--- src/rtl/result_pkg.sv ---
// Shared types and constants for the result serializer.
// Optional feature macro: RESULT_CHECKSUM_EN adds the CSUM state.
package result_pkg;

    localparam int BYTES_PER_WORD = 4;
    localparam int MAX_WORDS_DEF  = 10;

    typedef enum logic [2:0] {
        ST_IDLE,
        ST_LOAD,
        ST_SEND,
`ifdef RESULT_CHECKSUM_EN
        ST_CSUM,
`endif
        ST_FINISH
    } state_e;

endpackage

--- src/rtl/result_checksum.sv ---
// Running XOR of every payload byte accepted during one dump.
// Only instantiated when RESULT_CHECKSUM_EN is defined.
module result_checksum (
    input  logic       clk,
    input  logic       n_rst,
    input  logic       clr_i,
    input  logic       en_i,
    input  logic [7:0] byte_i,
    output logic [7:0] csum_o
);

    logic [7:0] acc_q;
    logic [7:0] acc_d;

    // Clear at the start of a dump, fold in each accepted byte.
    always_comb begin
        acc_d = acc_q;
        if (clr_i) begin
            acc_d = 8'h00;
        end else if (en_i) begin
            acc_d = acc_q ^ byte_i;
        end
    end

    // Accumulator register.
    always_ff @(posedge clk or negedge n_rst) begin
        if (!n_rst) begin
            acc_q <= 8'h00;
        end else begin
            acc_q <= acc_d;
        end
    end

    assign csum_o = acc_q;

endmodule

--- src/rtl/result_serializer.sv ---
// Dumps up to MAX_WORDS 32-bit result registers as a byte stream with a
// valid/ready handshake, then pulses done (and clear_data if anything was sent).
// Optional feature macro: RESULT_CHECKSUM_EN appends an XOR checksum byte.
//
// state  | meaning
// IDLE   | waiting for start
// LOAD   | read register word_idx into the shift register
// SEND   | present 4 bytes of the current word
// CSUM   | present checksum byte (RESULT_CHECKSUM_EN only)
// FINISH | one-cycle done / clear_data pulse
module result_serializer
    import result_pkg::*;
#(
    parameter int MAX_WORDS = MAX_WORDS_DEF,
    parameter bit MSB_FIRST = 1'b1
) (
    input  logic        clk,
    input  logic        n_rst,
    input  logic        start,
    input  logic [3:0]  num_words,
    output logic [3:0]  out_sel,
    input  logic [31:0] out_data,
    output logic [7:0]  tx_data,
    output logic        tx_valid,
    input  logic        tx_ready,
    output logic        clear_data,
    output logic        busy,
    output logic        done
);

    // num_words is only 4 bits wide, so the clamp never needs more than 15.
    localparam logic [3:0] MAX_W4 = (MAX_WORDS > 15) ? 4'd15 : 4'(MAX_WORDS);
    localparam logic [1:0] LAST_BYTE = 2'(BYTES_PER_WORD - 1);

    state_e      state_q, state_d;
    logic [3:0]  cnt_q, cnt_d;
    logic [3:0]  word_idx_q, word_idx_d;
    logic [1:0]  byte_idx_q, byte_idx_d;
    logic [31:0] shift_q, shift_d;

    logic [3:0]  cnt_lim;
    logic [7:0]  cur_byte;
    logic        more_words;

    assign cnt_lim    = (num_words > MAX_W4) ? MAX_W4 : num_words;
    assign cur_byte   = MSB_FIRST ? shift_q[31:24] : shift_q[7:0];
    assign more_words = ({1'b0, word_idx_q} + 5'd1) < {1'b0, cnt_q};

`ifdef RESULT_CHECKSUM_EN
    logic [7:0] csum;
    logic       csum_clr;
    logic       csum_en;

    assign csum_clr = (state_q == ST_IDLE) && start;
    assign csum_en  = (state_q == ST_SEND) && tx_ready;

    result_checksum u_checksum (
        .clk    (clk),
        .n_rst  (n_rst),
        .clr_i  (csum_clr),
        .en_i   (csum_en),
        .byte_i (cur_byte),
        .csum_o (csum)
    );
`endif

    // Next-state logic and handshake outputs.
    always_comb begin
        state_d    = state_q;
        cnt_d      = cnt_q;
        word_idx_d = word_idx_q;
        byte_idx_d = byte_idx_q;
        shift_d    = shift_q;
        tx_valid   = 1'b0;
        tx_data    = 8'h00;
        case (state_q)
            ST_IDLE: begin
                if (start) begin
                    cnt_d      = cnt_lim;
                    word_idx_d = 4'd0;
                    state_d    = (cnt_lim == 4'd0) ? ST_FINISH : ST_LOAD;
                end
            end
            ST_LOAD: begin
                shift_d    = out_data;
                byte_idx_d = 2'd0;
                state_d    = ST_SEND;
            end
            ST_SEND: begin
                tx_valid = 1'b1;
                tx_data  = cur_byte;
                if (tx_ready) begin
                    shift_d    = MSB_FIRST ? (shift_q << 8) : (shift_q >> 8);
                    byte_idx_d = byte_idx_q + 2'd1;
                    if (byte_idx_q == LAST_BYTE) begin
                        if (more_words) begin
                            word_idx_d = word_idx_q + 4'd1;
                            state_d    = ST_LOAD;
                        end else begin
`ifdef RESULT_CHECKSUM_EN
                            state_d = ST_CSUM;
`else
                            state_d = ST_FINISH;
`endif
                        end
                    end
                end
            end
`ifdef RESULT_CHECKSUM_EN
            ST_CSUM: begin
                tx_valid = 1'b1;
                tx_data  = csum;
                if (tx_ready) begin
                    state_d = ST_FINISH;
                end
            end
`endif
            ST_FINISH: begin
                state_d = ST_IDLE;
            end
            default: begin
                state_d = ST_IDLE;
            end
        endcase
    end

    // State and datapath registers.
    always_ff @(posedge clk or negedge n_rst) begin
        if (!n_rst) begin
            state_q    <= ST_IDLE;
            cnt_q      <= 4'd0;
            word_idx_q <= 4'd0;
            byte_idx_q <= 2'd0;
            shift_q    <= 32'd0;
        end else begin
            state_q    <= state_d;
            cnt_q      <= cnt_d;
            word_idx_q <= word_idx_d;
            byte_idx_q <= byte_idx_d;
            shift_q    <= shift_d;
        end
    end

    // Status outputs decoded from the registered state; a reset mid-dump
    // lands in IDLE so neither pulse can fire.
    assign busy       = (state_q != ST_IDLE);
    assign done       = (state_q == ST_FINISH);
    assign clear_data = (state_q == ST_FINISH) && (cnt_q != 4'd0);
    assign out_sel    = (state_q == ST_IDLE) ? 4'd0 : word_idx_q;

endmodule

--- config.mk ---
export PLATFORM = sky130hd
export DESIGN_NAME = result_serializer
export DESIGN_NICKNAME = d
export VERILOG_FILES = /design/src/rtl/result_pkg.sv /design/src/rtl/result_checksum.sv /design/src/rtl/result_serializer.sv
export SDC_FILE = /design/constraint.sdc
export NUM_CORES = 1
export LEC_CHECK = 0
export CAP_MARGIN = 20
export CELL_PAD_IN_SITES_DETAIL_PLACEMENT = 1
export CELL_PAD_IN_SITES_GLOBAL_PLACEMENT = 2
export CORE_MARGIN = 2
export CORE_UTILIZATION = 32
export CTS_CLUSTER_SIZE = 28
export DETAILED_ROUTE_END_ITERATION = 10
export PLACE_DENSITY = 0.81
export SYNTH_ARGS = -nofsm -noshare
export SYNTH_HDL_FRONTEND = slang
export SYNTH_SLANG_ARGS = --single-unit
--- constraint.sdc ---
create_clock -name clk -period 5.2 [get_ports clk]
set_clock_uncertainty 0.2 [all_clocks]
set_input_delay 0.52 -clock clk [delete_from_list [all_inputs] [get_ports clk]]
set_output_delay 0.52 -clock clk [all_outputs]
set_load 0.03 [all_outputs]
# ---- After elaboration in Yosys (flattened, before gate mapping)
# Cells that the tools add are included.
dict set report op_classes {
  add_sub_neg 3
  magnitude_cmp 2
  n_mux 19
  eq_ne 8
  reduce_logical 11
}
# op n
set op_table {}
lappend op_table {{$pmux 32 s2} 1}
lappend op_table {{$mux 32} 1}
lappend op_table {{$mux 4} 6}
lappend op_table {{$mux 3} 3}
lappend op_table {{$pmux 3 s3} 1}
lappend op_table {{$mux 8} 1}
lappend op_table {{$ne 2x2->1 const B} 4}
lappend op_table {{$pmux 4 s2} 1}
lappend op_table {{$eq 3x2->1 const B} 2}
lappend op_table {{$mux 2} 3}
lappend op_table {{$add 4x1->5 const B} 1}
lappend op_table {{$lt 5x4->1} 1}
lappend op_table {{$reduce_and 5->1} 1}
lappend op_table {{$add 4x1->4 const B} 1}
lappend op_table {{$gt 4x4->1 const B} 1}
lappend op_table {{$logic_not 4->1} 1}
lappend op_table {{$pmux 2 s2} 1}
lappend op_table {{$reduce_and 2->1} 2}
lappend op_table {{$reduce_bool 2->1} 2}
lappend op_table {{$reduce_bool 4->1} 1}
lappend op_table {{$eq 3x1->1 const B} 1}
lappend op_table {{$logic_not 3->1} 1}
lappend op_table {{$reduce_and 3->1} 1}
lappend op_table {{$reduce_bool 3->1} 1}
lappend op_table {{other kinds (4)} 4}
dict set report word_totals {
  ff_bits 45
  inputBits 40
  output_inout_bits 16
}

# ---- Longest topological paths before layout
# Gate-level depths: netlist (run 1).
dict set report depth {
  depth_word 6
  depth_mapped 8
  depth_no_buf 7
}

# ---- Worst setup path before layout (run 1)
# Ideal clock, no wire load.
dict set report synth_path {
  path_type {reg-to-output}
  startpoint {register state_q[0]}
  endpoint {output port tx_data[0]}
  path_buffers 3
  arrival_ns 1.543
  path_slack_ns 2.937
  path_stages_with_launch 6
  required_ns 4.480
  cell_sequence {dfrtp_1 -> buf_2 -> nor2b_4 -> buf_6 -> clkbuf_1 -> and2_1}
}
dict set report synth_via {
  elab_chain_cells 2
}
# element line_no
set synth_lines {}
lappend synth_lines {{from (decl)} result_serializer.sv:35} ;# state_e state_q, state_d;
lappend synth_lines {{from (signal assigned)} result_serializer.sv:136} ;# state_q <= state_d;
lappend synth_lines {{$eq 3x2->1} result_serializer.sv:76} ;# case (state_q)
lappend synth_lines {{$mux 8} result_serializer.sv:76}
lappend synth_lines {{to (decl)} result_serializer.sv:23} ;# output logic [7:0] tx_data,
# No other way between the ends.

# ---- Final worst setup path (run 1)
dict set report layout_path {
  startpoint {register state_q[1]}
  endpoint {output port tx_data[5]}
}
# Same word-level chain as after synthesis.

==> flow_summary.toml, run 1 <==
[setup_path]
cpLargestDelayFamily = "buffers and inverters"
worstPathRequired_ps = 4480
end_kind = "output pin"
cp_slowest_cell = "clkdlybuf4s50_1"
path_cells = "nor2b_4 -> buf_4 -> and2_1 -> clkdlybuf4s50_1"
worst_setup_path_start_kind = "flip-flop"
crit_buf_inv = 2
critPathMaxFanout = 33
crit_type = "flip-flop to output pin"
cp.arrival_ps = 2320
slowest_delay_ps = 660

[grt]
gr-total-overflow = 0
grt_max_degree = 49
grt_pass1_wl_um = 8210
antenna_found_initial = 0
grt_use_total_pct = 13.7
grt_pass1_vias = 1744

[finish]
syn2layout_area_growth_pct = 29.6
post-route-util_pct = 42.7
fin_area_um2 = 2890
drive_above_1_share_pct = 5.47
n_fill_cell = 789
diodes = 0
nets = 319

[synth]
synth_seq_cells = 44
synthFlopType = "dfrtp_1"
ys_warn_count = 0
avgSynthCellArea_um2 = 9.90
yosysMostFrequentCell = "dfrtp_1"
synth_edf_count = 0
ys_types = 36
ys_seq_area_share_pct = 49.4
yosys-top-cells-count = "44 x dfrtp_1, 30 x nand2_1, 26 x o21ai_1, 24 x mux2i_1, 18 x nor2_1"
synth_area_leaders = "dfrtp_1 49%, mux2i_1 11%, o21ai_1 5.8%"
synth_area_um2 = 2230
async_flop_share_pct = 100
postSynthCellCount = 225
synth_nets = 270
synth_top_area_share_pct = 49.4
yosysTopAreaCell = "dfrtp_1"

[timing]
finalHoldViolations = 0
whs_ps = 173
slew_headroom_pct = 35.7
tightest_slew_ps = 964
setup_viol = 0
fin_crit_sh_pct = 58.5
post-route-min-period_ps = 3040
max_freq_ghz = 0.329
fin_setup_tns_ps = 0
rsz0062_at_grt = "false"
slew_viol_final = 0

[die]
row_count = 30
initial_core_util_pct = 33.0
die_w_um = 87.4
coreArea_um2 = 6760
num_io_pins = 56
die_area_um2 = 7640
fp.dieH_um = 87.4

[placement]
postPlaceCellArea_um2 = 2810
dpl.hpwl_um = 3520
globalplace.congestion = 0.739
portBuffers = 55

[outcome]
status = "finished clean"

[pwr]
p_seq_share_pct = 40.0
p_int_mw = 0.883
pwr-share-comb_pct = 46.0
p_total_mw = 1.47
switchingPower_mw = 0.584
power.density_nw_per_um2 = 508
irDropWorstVdd_v = 0.000188
switching_share_pct = 39.8
pwr-share-clk_pct = 14.0
p_leak_nw = 1.27

[route]
routed-via-count = 1695
drc = 0
firstDrtPassIters = 3
totalWireLength_um = 4760
drt_iter0_drc = 57
avgRoutedWirePerCell_um = 13.4
viasPerCell = 4.79
drt.antenna.violating_nets = 0

[clock_network]
post_cts_buffers = 0
clock-sinks = 44
insertion_delay_ps = 300
cts.htree.levels = 2
hold_buffers = 0
clockBufferDepth = 2
cts_made_buffers = 5
clk_pin_slew_ps = 80
cts_tree = "yes"
cts-root-buf = "clkbuf_8"
ctsResizeCount = 0

[worst_hold_path]
hp-class = "input port to asynchronous set/reset pin"

[job]
cap_violations = 0
-- power groups by stage --
stage / sequential [mW] / clock (mW) / combinational [mW]
finish: 0.587 / 0.205 / 0.675
global route: 0.617 / 0.231 / 0.762
CTS: 0.591 / 0.212 / 0.694
detailed placement: 0.599 / 0 / 0.692
global placement: 0.589 / 0 / 0.675
floorplan: 0.556 / 0 / 0.549
-- stage by stage --
step                std cells  worst slack [ps]
finish                    354              2160
global route              354              1990
CTS                       354              2130
detailed placement        347              2390
global placement          347              2440
floorplan                 225              2940
-- cells in the final DEF (no fill, tap or decap), types with 2 or more instances in the layout --
| cell type | n |
|---|---|
| a21oi_1 | 5 |
| a22o_1 | 5 |
| and2_1 | 9 |
| clkbuf_8 | 5 |
| clkdlybuf4s50_1 | 54 |
| dfrtp_1 | 44 |
| ha_1 | 5 |
| inv_1 | 5 |
| mux2_2 | 2 |
| mux2i_1 | 24 |
| nand2_1 | 30 |
| nand2b_1 | 2 |
| nand3_1 | 2 |
| nor2_1 | 17 |
| nor2b_1 | 7 |
| nor3_1 | 7 |
| o21ai_0 | 4 |
| o21ai_1 | 26 |
-- state kept, by name, indices dropped and copies added (netlist names) --
| register | count |
|---|---|
| shift_q | 32 |
| cnt_q | 4 |
| word_idx_q | 4 |
| byte_idx_q | 2 |
| state_q | 2 |
-- worst register-to-register path: cells and delay by family (launching register included) --
family	cells	cell delay (ps)
simple gates	1	170
fa+ha+maj	2	610
compound gates	3	860
flops	1	440
-- area by class of cell --
type	count	area [µm²]	area share (%)
clock inverters	2	12.5	0.433
inverters	5	18.8	0.650
well taps	80	100	3.47
repair buffers	56	553	19.2
flip-flops and latches	44	1100	38.1
clock buffers	5	68.8	2.38
multi-input cells	162	1030	35.8
-- logic make-up (layout without fill, tap and decap cells) --
logic type | Yosys count | after routing | synth area share [%]
and+or+nand+nor | 82 | 82 | 17.9
AOI/OAI and AO/OA | 46 | 46 | 12.2
DFF | 44 | 44 | 49.4
muxes | 27 | 27 | 12.3
buffers and inverters | 19 | 68 | 4.55
adders and majority gates | 5 | 5 | 2.81
xor gates and xnor gates | 2 | 2 | 0.787
-- routing by layer --
metal | track usage (%) | wire length (µm)
met5 | 0 | 0
met4 | 4.20 | 76
met3 | 3.60 | 177
met2 | 21.6 | 2210
met1 | 18.5 | 2300
-- worst paths after layout --
check	to	startpoint	slack (ps)	cells past startpoint
max	tx_data[5]	state_q[1]	2160	4
min	shift_q[29]	n_rst	170	1
max reg2reg	word_idx_q[2]	word_idx_q[0]	2810	6
min reg2reg	shift_q[27]	shift_q[27]	280	2
max in group asynchronous	byte_idx_q[0]	n_rst	4020	1
min in group clk	shift_q[27]	shift_q[27]	280	2
(Power assumes the default switching activity.)
==> run 2: changes to the inputs <==
--- a/config.mk
+++ b/config.mk
@@ -9,10 +9,10 @@
 export CELL_PAD_IN_SITES_DETAIL_PLACEMENT = 1
 export CELL_PAD_IN_SITES_GLOBAL_PLACEMENT = 2
 export CORE_MARGIN = 2
-export CORE_UTILIZATION = 32
+export CORE_UTILIZATION = 27
 export CTS_CLUSTER_SIZE = 28
 export DETAILED_ROUTE_END_ITERATION = 10
-export PLACE_DENSITY = 0.81
+export PLACE_DENSITY = 0.73
 export SYNTH_ARGS = -nofsm -noshare
 export SYNTH_HDL_FRONTEND = slang
 export SYNTH_SLANG_ARGS = --single-unit
==> constraint.sdc (replaced) <==
create_clock -name clk -period 2.76 [get_ports clk]
set_clock_uncertainty 0.2 [all_clocks]
set_input_delay 0.276 -clock clk [delete_from_list [all_inputs] [get_ports clk]]
set_output_delay 0.276 -clock clk [all_outputs]
set_load 0.03 [all_outputs]
==> flow_summary.toml, run 2 (same netlist as run 1, synthesis figures left out) <==
[clock_network]
cts_tree = "yes"
insertion_delay_ps = 290
ctsResizeCount = 0
clockBufferDepth = 2
hold_buffers = 1
post_cts_buffers = 0
cts_made_buffers = 5
clk_pin_slew_ps = 80
cts-root-buf = "clkbuf_8"
cts.htree.levels = 2
clock-sinks = 44

[pwr]
p_leak_nw = 1.32
irDropWorstVdd_v = 0.000280
p_total_mw = 2.82
power.density_nw_per_um2 = 955

[route]
routed-via-count = 1700
firstDrtPassIters = 4
drc = 0
viasPerCell = 4.43
totalWireLength_um = 5070
drt.antenna.violating_nets = 0
drt_iter0_drc = 65
avgRoutedWirePerCell_um = 13.2

[finish]
multiInputGateArea_um2 = 1030
n_fill_cell = 959
regMostFlops = "shift_q"
nets = 324
drive_above_1_share_pct = 9.68
regArea_um2 = 1100
largest_reg_flops = 32
final_common_cell = "clkdlybuf4s50_1"
reg_top3 = "shift_q x32, cnt_q x4, word_idx_q x4"
most-common-layout-cells = "46 x clkdlybuf4s50_1, 44 x dfrtp_1, 30 x nand2_1"
syn2layout_area_growth_pct = 32.5
diodes = 0

[grt]
met2_usage_pct = 19.6
grt_use_total_pct = 12.3
globalRoute.busiestLayer = "met2"
gr-total-overflow = 0
antenna_found_initial = 0
grt_pass1_wl_um = 8670
met1_usage_pct = 16.9
grt_max_degree = 33
use_met3_pct = 2.23
grt_pass1_vias = 1772

[timing]
whs_ps = 282
fin_crit_sh_pct = 87.9
tightest_slew_ps = 617
slew_headroom_pct = 58.8
fin_setup_tns_ps = 0
setup_viol = 0
slew_viol_final = 0
setup_ws_ps = 334
max_freq_ghz = 0.412
rsz0062_at_grt = "false"
post-route-min-period_ps = 2430
finalHoldViolations = 0

[die]
die_w_um = 94.8
num_io_pins = 56
die_area_um2 = 8990
coreArea_um2 = 8090
fp.dieH_um = 94.8
initial_core_util_pct = 27.5
row_count = 33

[placement]
globalplace.congestion = 0.805
dpl_worst_slack_ps = 422
portBuffers = 55
dpl.hpwl_um = 3820

[setup_path]
crit_type = "flip-flop to output pin"
endpoint = "out_sel[1]"
end_kind = "output pin"
worst_setup_path_start_kind = "flip-flop"
r2r_setup_slack_ps = 410
critPathMaxFanout = 11
reg2reg_depth = 6
r2r-start = "word_idx_q[0]"
cp.arrival_ps = 1950
r2r-end = "word_idx_q[2]"
crit_start = "state_q[0]"
worstPathRequired_ps = 2280

[job]
cap_violations = 0

[worst_hold_path]
hp-class = "flip-flop to flip-flop"
min-delay-start = "shift_q[24]"

[outcome]
status = "finished clean"
run 2: layout make-up:
class                   count  area share [%]
repair buffers             61            19.8
flip-flops and latches     44            37.3
well taps                 105            4.45
multi-input cells         162            35.0
clock buffers               5            2.33
inverters                   5           0.636
clock inverters             2           0.424
run 2: worst min-delay path by stage:
stage / endpoint / slack, ps / cells after the start
after global routing: shift_q[29] / 310 / 2
after detailed placement: shift_q[28] / 130 / 1
after floorplan: byte_idx_q[0] / -220 / 0
after global placement: shift_q[28] / 130 / 1
after CTS: shift_q[28] / 290 / 2
final: shift_q[24] / 280 / 2
run 2: power by group:
| part | internal [mW] | switching (mW) | leakage [nW] |
|---|---|---|---|
| logic | 0.590 | 0.729 | 0.720 |
| clock network | 0.172 | 0.214 | 0.0400 |
| registers | 0.928 | 0.185 | 0.556 |
| total | 1.69 | 1.13 | 1.32 |
run 2: metal layers:
| layer | vias up | wire length, µm |
|---|---|---|
| met3 | 5 | 165 |
| met4 | 0 | 65 |
| met5 | - | 0 |
| met2 | 29 | 2360 |
| met1 | 781 | 2470 |
| li1 | 885 | - |
run 2: critical path: stages (launching register included):
cell,delay [ps]
dfrtp_1,520
nor2_1,440
nor2b_1,90
clkdlybuf4s50_1,610
run 2: through the flow:
stage,util [%],cells,instance area [µm²]
2_1_floorplan,-,225,2230
4_1_cts,36.5,384,2950
3_5_place_dp,35.3,376,2860
3_3_place_gp,35.3,376,2860
5_1_grt,36.5,384,2950
6_report,36.5,384,2950
==> run 3: changes to the inputs <==
--- a/config.mk
+++ b/config.mk
@@ -9,10 +9,9 @@
 export CELL_PAD_IN_SITES_DETAIL_PLACEMENT = 1
 export CELL_PAD_IN_SITES_GLOBAL_PLACEMENT = 2
 export CORE_MARGIN = 2
-export CORE_UTILIZATION = 27
-export CTS_CLUSTER_SIZE = 28
+export CORE_UTILIZATION = 32
 export DETAILED_ROUTE_END_ITERATION = 10
-export PLACE_DENSITY = 0.73
+export PLACE_DENSITY = 0.81
 export SYNTH_ARGS = -nofsm -noshare
 export SYNTH_HDL_FRONTEND = slang
 export SYNTH_SLANG_ARGS = --single-unit
==> constraint.sdc (replaced) <==
create_clock -name clk -period 2.81 [get_ports clk]
set_clock_uncertainty 0.2 [all_clocks]
set_input_delay 0.281 -clock clk [delete_from_list [all_inputs] [get_ports clk]]
set_output_delay 0.281 -clock clk [all_outputs]
set_load 0.03 [all_outputs]
==> flow_summary.toml, run 3 (same netlist as run 1, synthesis figures left out) <==
[timing]
post-route-min-period_ps = 2630
rsz0062_at_grt = "false"
setup_ws_ps = 178
setup_viol = 0
fin_crit_sh_pct = 93.7
slew_viol_final = 0
slew_headroom_pct = 66.8
fin_setup_tns_ps = 0
tightest_slew_ps = 496
finalHoldViolations = 0
whs_ps = 173
max_freq_ghz = 0.380

[grt]
grt_use_total_pct = 14.7
grt_pass1_vias = 1774
grt_max_degree = 45
gr-total-overflow = 0
grt_pass1_wl_um = 8630
antenna_found_initial = 0

[route]
viasPerCell = 4.79
drc = 0
firstDrtPassIters = 2
avgRoutedWirePerCell_um = 14.0
drt.antenna.violating_nets = 0
totalWireLength_um = 5050
drt_iter0_drc = 42
routed-via-count = 1733

[pwr]
switching_share_pct = 38.6
power.density_nw_per_um2 = 976
p_int_mw = 1.79
pwr-share-clk_pct = 17.7
pwr-share-comb_pct = 44.9
irDropWorstVdd_v = 0.000296
p_seq_share_pct = 37.5
switchingPower_mw = 1.12
p_leak_nw = 1.34
p_total_mw = 2.92

[finish]
largest_reg_flops = 32
n_fill_cell = 771
layoutNonFillerInstCount = 362
diodes = 0
drive_above_1_share_pct = 8.87
syn2layout_area_growth_pct = 34.1
reg_top3 = "shift_q x32, cnt_q x4, word_idx_q x4"
fin_area_um2 = 2990
final_common_cell = "clkdlybuf4s50_1"
post-route-util_pct = 44.2
most-common-layout-cells = "51 x clkdlybuf4s50_1, 44 x dfrtp_1, 30 x nand2_1"
regMostFlops = "shift_q"
nets = 326

[placement]
dpl_worst_slack_ps = 425
dp.cells = 352
globalplace.congestion = 0.737
dpl.hpwl_um = 3690
postPlaceCellArea_um2 = 2840
portBuffers = 55

[setup_path]
critPathMaxFanout = 18
worst_setup_path_start_kind = "flip-flop"
end_kind = "output pin"
cp.arrival_ps = 2150
worstPathRequired_ps = 2330
crit_type = "flip-flop to output pin"

[clock_network]
insertion_delay_ps = 300
cts-root-buf = "clkbuf_8"
clock-sinks = 44
clockBufferDepth = 2
clk_pin_slew_ps = 90
cts.htree.levels = 2
cts_tree = "yes"
cts_made_buffers = 5

[worst_hold_path]
hp-class = "input port to asynchronous set/reset pin"

[die]
initial_core_util_pct = 33.0
die_area_um2 = 7640
die_w_um = 87.4
fp.dieH_um = 87.4
coreArea_um2 = 6760
num_io_pins = 56
row_count = 30

[job]
cap_violations = 0

[outcome]
status = "finished clean"
-- run 3: timing repair --
action	in CTS	in global routing
hold endpoints to repair	44	0
gates resized for setup	0	0
hold buffers	1	0
buffers inserted	0	0
-- run 3: layout make-up --
cell class              instances  area (µm²)  area share (%)
multi-input cells             162        1030            34.6
flip-flops and latches         44        1100            36.9
well taps                      80         100            3.35
clock buffers                   6        82.6            2.76
repair buffers                 63         613            20.5
inverters                       5        18.8           0.628
clock inverters                 2        38.8            1.30
-- run 3: power by group through the flow --
stage          registers (mW)  logic (mW)  clock network [mW]
2_1_floorplan            1.03        1.02                   0
3_3_place_gp             1.09        1.29                   0
3_5_place_dp             1.11        1.32                   0
4_1_cts                  1.10        1.33               0.529
5_1_grt                  1.14        1.48               0.565
6_report                 1.09        1.31               0.515
-- run 3: worst max-delay path: stages (launching register included) --
cell and delay [ps]:
dfrtp_1 490, nor2b_4 500, and2_1 190, clkdlybuf4s50_1 660
-- run 3: path summary, 6_finish.rpt --
check / startpoint / to / slack (ps) / cells past startpoint
worst max-delay path: state_q[1] / tx_data[5] / 180 / 3
worst max register to register: word_idx_q[0] / word_idx_q[2] / 440 / 7
worst min-delay path: n_rst / shift_q[28] / 170 / 2
min in group clk: shift_q[31] / shift_q[31] / 280 / 2
worst min register to register: shift_q[31] / shift_q[31] / 280 / 2
max in group asynchronous: n_rst / shift_q[11] / 1780 / 3
-- run 3: layer usage --
metal / GRT usage [%] / up-vias / wire length [µm]
li1: - / 884 / -
met1: 21.0 / 809 / 2540
met2: 22.1 / 34 / 2270
met3: 3.79 / 6 / 168
met4: 3.78 / 0 / 63
met5: 0 / - / 0
